[src/rtl/uart_pkg.sv]
// Shared constants and types for the memory-mapped UART transmitter.
package uart_pkg;

    localparam logic [31:0] DEF_TXD_ADDR = 32'h4000_0018;
    localparam logic [31:0] DEF_CON_ADDR = 32'h4000_0020;

    typedef enum logic [1:0] {
        IDLE  = 2'd0,
        START = 2'd1,
        DATA  = 2'd2,
        STOP  = 2'd3
    } tx_state_t;

    localparam int STAT_EMPTY = 0;
    localparam int STAT_FULL  = 1;
    localparam int STAT_BUSY  = 2;
    localparam int STAT_OVF   = 3;
    localparam int STAT_IRQ   = 4;

endpackage

[src/rtl/uart_tx_fifo.sv]
// Byte-wide synchronous FIFO. Pointers carry one extra wrap bit so full and
// empty are told apart by comparing the MSBs. A push while full is accepted
// only when a pop happens in the same cycle.
module uart_tx_fifo #(
    parameter int DEPTH = 4
) (
    input  logic       clk,
    input  logic       rst_n,
    input  logic       push_i,
    input  logic       pop_i,
    input  logic [7:0] din_i,
    output logic [7:0] dout_o,
    output logic       full_o,
    output logic       empty_o
);

    localparam int AW = $clog2(DEPTH);

    logic [AW:0] wr_q, wr_d;
    logic [AW:0] rd_q, rd_d;
    logic [7:0]  mem_q [DEPTH];
    logic        push_ok;
    logic        pop_ok;

    assign empty_o = (wr_q == rd_q);
    assign full_o  = (wr_q[AW] != rd_q[AW]) && (wr_q[AW-1:0] == rd_q[AW-1:0]);
    assign push_ok = push_i && (!full_o || pop_i);
    assign pop_ok  = pop_i && !empty_o;
    assign dout_o  = mem_q[rd_q[AW-1:0]];

    // Next pointer values; natural wrap is modulo 2*DEPTH.
    always_comb begin
        wr_d = wr_q;
        rd_d = rd_q;
        if (push_ok) wr_d = wr_q + 1'b1;
        if (pop_ok)  rd_d = rd_q + 1'b1;
    end

    // Pointer registers.
    always_ff @(posedge clk or negedge rst_n) begin
        if (!rst_n) begin
            wr_q <= '0;
            rd_q <= '0;
        end else begin
            wr_q <= wr_d;
            rd_q <= rd_d;
        end
    end

    // Storage array, no reset needed since empty masks stale contents.
    always_ff @(posedge clk) begin
        if (push_ok) mem_q[wr_q[AW-1:0]] <= din_i;
    end

endmodule

[src/rtl/uart_tx_peripheral.sv]
// Memory-mapped 8N1 UART transmitter: TXD stores feed a byte FIFO, a baud
// FSM serialises bytes on tx, CON reports status and clears sticky flags.
// Optional TX-empty interrupt enabled by defining UART_TX_IRQ_EN.
//
// state | meaning
// IDLE  | line high, waiting for a queued byte
// START | start bit (tx=0) for BAUD_DIV cycles
// DATA  | 8 data bits, LSB first, BAUD_DIV cycles each
// STOP  | stop bit (tx=1); chains straight into START if more bytes wait
module uart_tx_peripheral
    import uart_pkg::*;
#(
    parameter int          BAUD_DIV   = 5208,
    parameter int          FIFO_DEPTH = 4,
    parameter logic [31:0] TXD_ADDR   = DEF_TXD_ADDR,
    parameter logic [31:0] CON_ADDR   = DEF_CON_ADDR
) (
    input  logic        clk,
    input  logic        rst_n,
    input  logic        MemRead,
    input  logic        MemWrite,
    input  logic [31:0] Address,
    input  logic [31:0] Write_data,
    output logic [31:0] Read_data,
    output logic        tx,
    output logic        irqout
);

    localparam logic [15:0] BAUD_LAST = 16'(BAUD_DIV - 1);

    tx_state_t   state_q, state_d;
    logic [15:0] baud_q, baud_d;
    logic [2:0]  bit_q, bit_d;
    logic [7:0]  shift_q, shift_d;
    logic        ovf_q;
    logic        irq_pending;

    logic        txd_wr, con_wr, con_rd;
    logic        fifo_pop, fifo_full, fifo_empty;
    logic [7:0]  fifo_head;
    logic        baud_last;
    logic [31:0] status;
    logic        unused_wdata;

    assign txd_wr    = MemWrite && (Address == TXD_ADDR);
    assign con_wr    = MemWrite && (Address == CON_ADDR);
    assign con_rd    = MemRead  && (Address == CON_ADDR);
    assign baud_last = (baud_q == BAUD_LAST);
    assign unused_wdata = ^Write_data[31:8];

    uart_tx_fifo #(.DEPTH(FIFO_DEPTH)) u_fifo (
        .clk     (clk),
        .rst_n   (rst_n),
        .push_i  (txd_wr),
        .pop_i   (fifo_pop),
        .din_i   (Write_data[7:0]),
        .dout_o  (fifo_head),
        .full_o  (fifo_full),
        .empty_o (fifo_empty)
    );

    // Baud FSM next-state: pops a byte on leaving IDLE or at the end of STOP.
    always_comb begin
        state_d  = state_q;
        baud_d   = baud_q;
        bit_d    = bit_q;
        shift_d  = shift_q;
        fifo_pop = 1'b0;
        case (state_q)
            IDLE: begin
                if (!fifo_empty) begin
                    fifo_pop = 1'b1;
                    shift_d  = fifo_head;
                    baud_d   = '0;
                    bit_d    = '0;
                    state_d  = START;
                end
            end
            START: begin
                if (baud_last) begin
                    baud_d  = '0;
                    state_d = DATA;
                end else begin
                    baud_d = baud_q + 16'd1;
                end
            end
            DATA: begin
                if (baud_last) begin
                    baud_d  = '0;
                    shift_d = {1'b0, shift_q[7:1]};
                    bit_d   = bit_q + 3'd1;
                    if (bit_q == 3'd7) state_d = STOP;
                end else begin
                    baud_d = baud_q + 16'd1;
                end
            end
            STOP: begin
                if (baud_last) begin
                    baud_d = '0;
                    if (!fifo_empty) begin
                        fifo_pop = 1'b1;
                        shift_d  = fifo_head;
                        bit_d    = '0;
                        state_d  = START;
                    end else begin
                        state_d = IDLE;
                    end
                end else begin
                    baud_d = baud_q + 16'd1;
                end
            end
            default: state_d = IDLE;
        endcase
    end

    // FSM and datapath registers; reset returns the line to idle-high at once.
    always_ff @(posedge clk or negedge rst_n) begin
        if (!rst_n) begin
            state_q <= IDLE;
            baud_q  <= '0;
            bit_q   <= '0;
            shift_q <= '0;
        end else begin
            state_q <= state_d;
            baud_q  <= baud_d;
            bit_q   <= bit_d;
            shift_q <= shift_d;
        end
    end

    // Line driver decoded from state so reset forces tx high asynchronously.
    always_comb begin
        tx = 1'b1;
        if (state_q == START)     tx = 1'b0;
        else if (state_q == DATA) tx = shift_q[0];
    end

    // Sticky overflow: a dropped byte wins over a same-cycle clear.
    always_ff @(posedge clk or negedge rst_n) begin
        if (!rst_n)
            ovf_q <= 1'b0;
        else if (txd_wr && fifo_full && !fifo_pop)
            ovf_q <= 1'b1;
        else if (con_wr && Write_data[STAT_OVF])
            ovf_q <= 1'b0;
    end

`ifdef UART_TX_IRQ_EN
    logic irq_q;
    logic frame_done;

    assign frame_done = (state_q == STOP) && baud_last && fifo_empty;

    // TX-empty interrupt, raised as the FSM drops back to IDLE.
    always_ff @(posedge clk or negedge rst_n) begin
        if (!rst_n)
            irq_q <= 1'b0;
        else if (frame_done)
            irq_q <= 1'b1;
        else if (con_wr && Write_data[STAT_IRQ])
            irq_q <= 1'b0;
    end

    assign irq_pending = irq_q;
    assign irqout      = irq_q;
`else
    assign irq_pending = 1'b0;
    assign irqout      = 1'b0;
`endif

    // Status word and read mux; only CON returns non-zero data.
    always_comb begin
        status             = '0;
        status[STAT_EMPTY] = fifo_empty;
        status[STAT_FULL]  = fifo_full;
        status[STAT_BUSY]  = (state_q != IDLE);
        status[STAT_OVF]   = ovf_q;
        status[STAT_IRQ]   = irq_pending;
        Read_data          = con_rd ? status : 32'd0;
    end

endmodule

[config.mk]
export PLATFORM = sky130hd
export DESIGN_NAME = uart_tx_peripheral
export DESIGN_NICKNAME = d
export VERILOG_FILES = /design/src/rtl/uart_pkg.sv /design/src/rtl/uart_tx_fifo.sv /design/src/rtl/uart_tx_peripheral.sv
export SDC_FILE = /design/constraint.sdc
export NUM_CORES = 1
export LEC_CHECK = 0
export ABC_AREA = 1
export CORE_ASPECT_RATIO = 1.75
export CORE_MARGIN = 4
export CORE_UTILIZATION = 55
export CTS_BUF_LIST = sky130_fd_sc_hd__clkbuf_8
export DETAILED_ROUTE_END_ITERATION = 8
export GPL_TIMING_DRIVEN = 1
export HOLD_SLACK_MARGIN = 0.02
export PLACE_DENSITY = 0.86
export SKIP_CTS_REPAIR_TIMING = 1
export SYNTH_ARGS = -nofsm -noshare
export SYNTH_HDL_FRONTEND = slang
export SYNTH_SLANG_ARGS = --single-unit
[constraint.sdc]
create_clock -name clk -period 3.95 [get_ports clk]
set_input_delay 0.79 -clock clk [delete_from_list [all_inputs] [get_ports clk]]
set_output_delay 0.79 -clock clk [all_outputs]
set_load 0.05 [all_outputs]
# == Word-level counts from Yosys, hierarchy flattened ==
# Memory sizes are Yosys's and may differ from the RTL's.
# Cells that the tools add are included.
# word_totals
ram_bits,32
memories,1
word_cells,75
ff_bits,36
# memory_table
memory,words,word_bits,read_ports,rd_clocked_by_memory_dff,wr,line_no,text
u_fifo.mem_q,4,8,1,0,1,uart_tx_fifo.sv:21,logic [7:0] mem_q [DEPTH];
# classes
addsub,4
n_eq_ne,15
n_mux,28
n_reduce_logical,20
# op_table
operator,n
32-bit by 31-bit == test with 1-bit output (second input constant),2
16-bit 2-to-1 mux,2
16-bit case mux with 2 select lines,1
8-bit 2-to-1 mux,3
8-bit case mux with 3 select lines,1
16-bit by 1-bit adder with 16-bit output (second input constant),1
16-bit by 13-bit == test with 1-bit output (second input constant),1
2-bit 2-to-1 mux,5
2-bit != test (second input constant),5
3-bit by 1-bit adder with 3-bit output (second input constant),3
1-bit logical AND,9
1-bit 2-to-1 mux,9
3-bit 2-to-1 mux,3
3-bit case mux with 3 select lines,1
2-bit case mux with 4 select lines,1
5-bit AND reduction,1
2-bit == test (second input constant),2
4-bit 2-to-1 mux,1
2-bit nonzero test,2
3-bit == test,1
3-bit == test (second input constant),1
1-bit zero test,3
3-bit AND reduction,1
3-bit nonzero test,1
other kinds (7),7

# == Depth between registers and ports, before layout ==
# logic_depth
depth_word,8
mapped_depth,12
mapped_depth_nobuf,12

# == Cells and area by module ==
# Synthesis repeated with hierarchy kept, for this count alone.
# hier_totals
cells_unflattened,447
area_unflattened_um2,3907.5
# by_module_without_submodules
mod,instances,cells_per_inst,seq_area_each_um2,area_per_inst_um2
uart_tx_peripheral,1,309,750.7,2264.7
uart_tx_fifo,1,138,1111.1,1642.8

# == Worst setup path after synthesis ==
# OpenSTA, ideal clock, no wires.
# synth_timing
path_kind,in2out
from,input Address[19]
to,output Read_data[1]
n_path_buf,0
slack_ns,0.766
required_time_ns,3.160
cell_stages,5
arrival_ns,2.394
path_cell_list,nor2_1 > nand4_1 > nor2_1 > nand4_1 > nor3_1
# synth_between
elab_chain_cells,3
# synth_lines
item,line_no,text
"start, declared",uart_tx_peripheral.sv:22,"input logic [31:0] Address,"
32-bit by 31-bit == test with 1-bit output,uart_tx_peripheral.sv:47,assign con_rd = MemRead && (Address == CON_ADDR);
1-bit logical AND,uart_tx_peripheral.sv:47,
4-bit 2-to-1 mux,uart_tx_peripheral.sv:179,Read_data = con_rd ? status : 32'd0;
"end, declared",uart_tx_peripheral.sv:24,"output logic [31:0] Read_data,"
# No other way between the ends.

# == Final worst setup path ==
# layout_timing
from,register state_q[0]
to,output tx
# layout_between
elab_chain_cells,3
elab_cells_between_ends,4
# layout_lines
item,line_no,text
"start, declared",uart_tx_peripheral.sv:31,"tx_state_t state_q, state_d;"
"start signal, assigned",uart_tx_peripheral.sv:124,state_q <= state_d;
2-bit == test,uart_tx_peripheral.sv:135,else if (state_q == DATA) tx = shift_q[0];
1-bit 2-to-1 mux,uart_tx_peripheral.sv:135,
1-bit 2-to-1 mux (*),uart_tx_peripheral.sv:134,if (state_q == START) tx = 1'b0;
"end, declared",uart_tx_peripheral.sv:25,"output logic tx,"
# Mark *: on every way between the ends. The rest lies on a longest branch, timed or not.

==> results_dict.tcl <==
set metrics [dict create \
    start_util_pct 57.21 \
    syn_area_um2 3980 \
    antenna_found_initial 0 \
    port-buffer-count 48 \
    layout-drive-gt1-share_pct 7.978 \
    netlist_top_cells_area "edfxtp_1 24%, dfrtp_1 23%, nand2_1 12%" \
    die_h_um 120.5 \
    design_area_um2 4649 \
    wire_per_inst_um 13.89 \
    tightestPinTransition_ns 0.7952 \
    synthToLayoutAreaGrowth_pct 16.82 \
    reg2reg_depth 10 \
    p_leak_nw 2.062 \
    pre_cts_ws_ns 0.7856 \
    fp.dieW_um 72.31 \
    ioPinCount 102 \
    rsz0062_at_grt "false" \
    first_global_vias 3275 \
    drv_slew 0 \
    max_fo_critical_path 11 \
    detailedPlacementHpwl_um 6584 \
    detailed_place.area_um2 4402 \
    placeableCoreArea_um2 6957 \
    detail_route.vias_per_cell 5.299 \
    final_nets 616 \
    setup_tns_ns 0 \
    final_hold_viol_count 0 \
    critical_path.startpoint_type "flip-flop" \
    slack_of_the_critical_path_ns 0.6487 \
    layout.cells.most_common "nand2_1" \
    n_antenna_cell 0 \
    numCtsBuffers 9 \
    drcViolationCount 0 \
    drv_cap 0 \
    clock-sinks 68 \
    synthDistinctLibCells 35 \
    crit_path_end_kind "primary output" \
    timing.slew.headroom_pct 46.79 \
    maxClockFrequency_mhz 302.9 \
    ys_seq_elements 68 \
    clock_tree.htree_level_count 3 \
    leading_cell_types_in_the_layout_fill_and_taps_excluded "128 x nand2_1, 54 x nor2_1, 53 x nand3_1" \
    finalWeightedCongestion 0.9478 \
    globalRouteOverflowTotal 0 \
    design.die.area_um2 8715 \
    dr_total_vias 3301 \
    critical_path_class "flip-flop to primary output" \
    ys.warnings.count 0 \
    peakVddDrop_v 0.0004571 \
    synth.yosys.seq_area_share_pct 46.78 \
    antenna_left 0 \
    clk_path_buf_depth 2 \
    timing.clock.skew_ns 0.009112 \
    setup_viol 0 \
    cp_data_arrival_time_ns 2.51 \
    gr_util_all_layers_pct 21.26 \
    wire_length_of_the_first_global_routing_pass_um 14260 \
    cts_tree "yes" \
    detail_route.wirelength_um 8651 \
    cell_taking_the_most_area_after_synthesis "edfxtp_1" \
    rows 40 \
    grt_start_max_net_pins 37 \
    min_period_over_period_pct 83.58 \
    class_of_the_worst_hold_path "flip-flop to flip-flop" \
    run_status "completed" \
    worstPathRequired_ns 3.16 \
    layout_min_cycle_time_ns 3.301 \
    clock_latency_ns 0.36 \
    synth_cells 482 \
    post-layout-total-power_mw 1.665 \
    synth_top_cell_area_share_pct 24.14 \
    cts_root_buf "clkbuf_8" \
    whs_path_depth 2 \
    clk_pin_slew_worst_paths_ns 0.07 \
    average_footprint_of_a_synthesized_cell_um2 8.257 \
    pwr_density_cell_nw_per_um2 358.0 \
    detail_route.first_pass.iterations 4 \
    dr.first_iter.drc_count 187 \
]
[per-stage QoR]
step	utilization (%)	hold WS (ns)	cells
after floorplan	-	0.4417	510
after global placement	63.27	0.4558	607
after detailed placement	63.27	0.4631	607
after CTS	66.83	0.4813	623
after global routing	66.83	0.4975	623
final	66.83	0.4786	623
[critical path, cell delays in order, from the launching register on]
cell and delay, ns:
dfrtp_1 0.45, inv_1 0.12, ha_1 0.23, inv_1 0.28, nor2_1 0.08, nor2_1 0.16, clkdlybuf4s50_1 0.83
[report_power, final]
group          internal (mW)  switching (mW)
clock network          0.423           0.278
logic                 0.0575           0.107
registers              0.776          0.0220
[cell usage after synthesis (all sizes together)]
| cell | instances |
|---|---|
| nand3b | 1 |
| buf | 35 |
| nor3 | 7 |
| o31ai | 2 |
| clkbuf | 2 |
| nor2 | 55 |
| a21oi | 1 |
| inv | 48 |
| a22oi | 1 |
| xor2 | 4 |
| clkinv | 1 |
| nand4 | 16 |
| nand2 | 136 |
| dfrtp | 36 |
| o21ai | 27 |
| ha | 14 |
| nand3 | 54 |
| or2 | 2 |
| o21bai | 1 |
| o22ai | 4 |
| conb | 1 |
| edfxtp | 32 |
| nor4 | 1 |
| xnor2 | 1 |
[per-layer routing]
layer | track usage (%) | up-vias | share of wire, %
li1 | - | 1627 | -
met1 | 20.46 | 1551 | 34
met2 | 39.84 | 93 | 58
met3 | 3.910 | 30 | 3.8
met4 | 13.06 | 0 | 3.5
met5 | 0 | - | 0
[cell families after synthesis]
logic type / share of synthesized area [%]
simple gates: 29.99
buf+inv: 11.69
flops: 46.78
compound gates: 5.470
fa+ha+maj: 4.401
xor+xnor: 1.572
other cells: 0.09422
[cell type report]
type | instances | area, um^2
tap | 84 | 105.1
sequential | 68 | 1862
clock buffer | 9 | 123.9
timing repair buffer | 50 | 485.5
fill | 586 | 2307
inverter | 49 | 191.4
clock inverter | 7 | 123.9
multi-input combinational | 356 | 1758
[state kept, by name, indices dropped and copies added, names as in the netlist]
signal / flops
baud_q: 16
bit_q: 3
ovf_q: 1
shift_q: 8
state_q: 2
u_fifo.mem_q: 32
u_fifo.rd_q: 3
u_fifo.wr_q: 3
[worst paths after layout]
path                       startpoint            endpoint  slack, ns
max in group asynchronous       rst_n          baud_q[11]       2.75
max reg2reg                state_q[0]  u_fifo.mem_q[0][0]       1.29
max                        state_q[0]                  tx       0.65
min reg2reg                shift_q[4]          shift_q[4]       0.48
min                        shift_q[4]          shift_q[4]       0.48
min in group asynchronous       rst_n           baud_q[6]       0.86
Power figures use the tool's default switching activity.
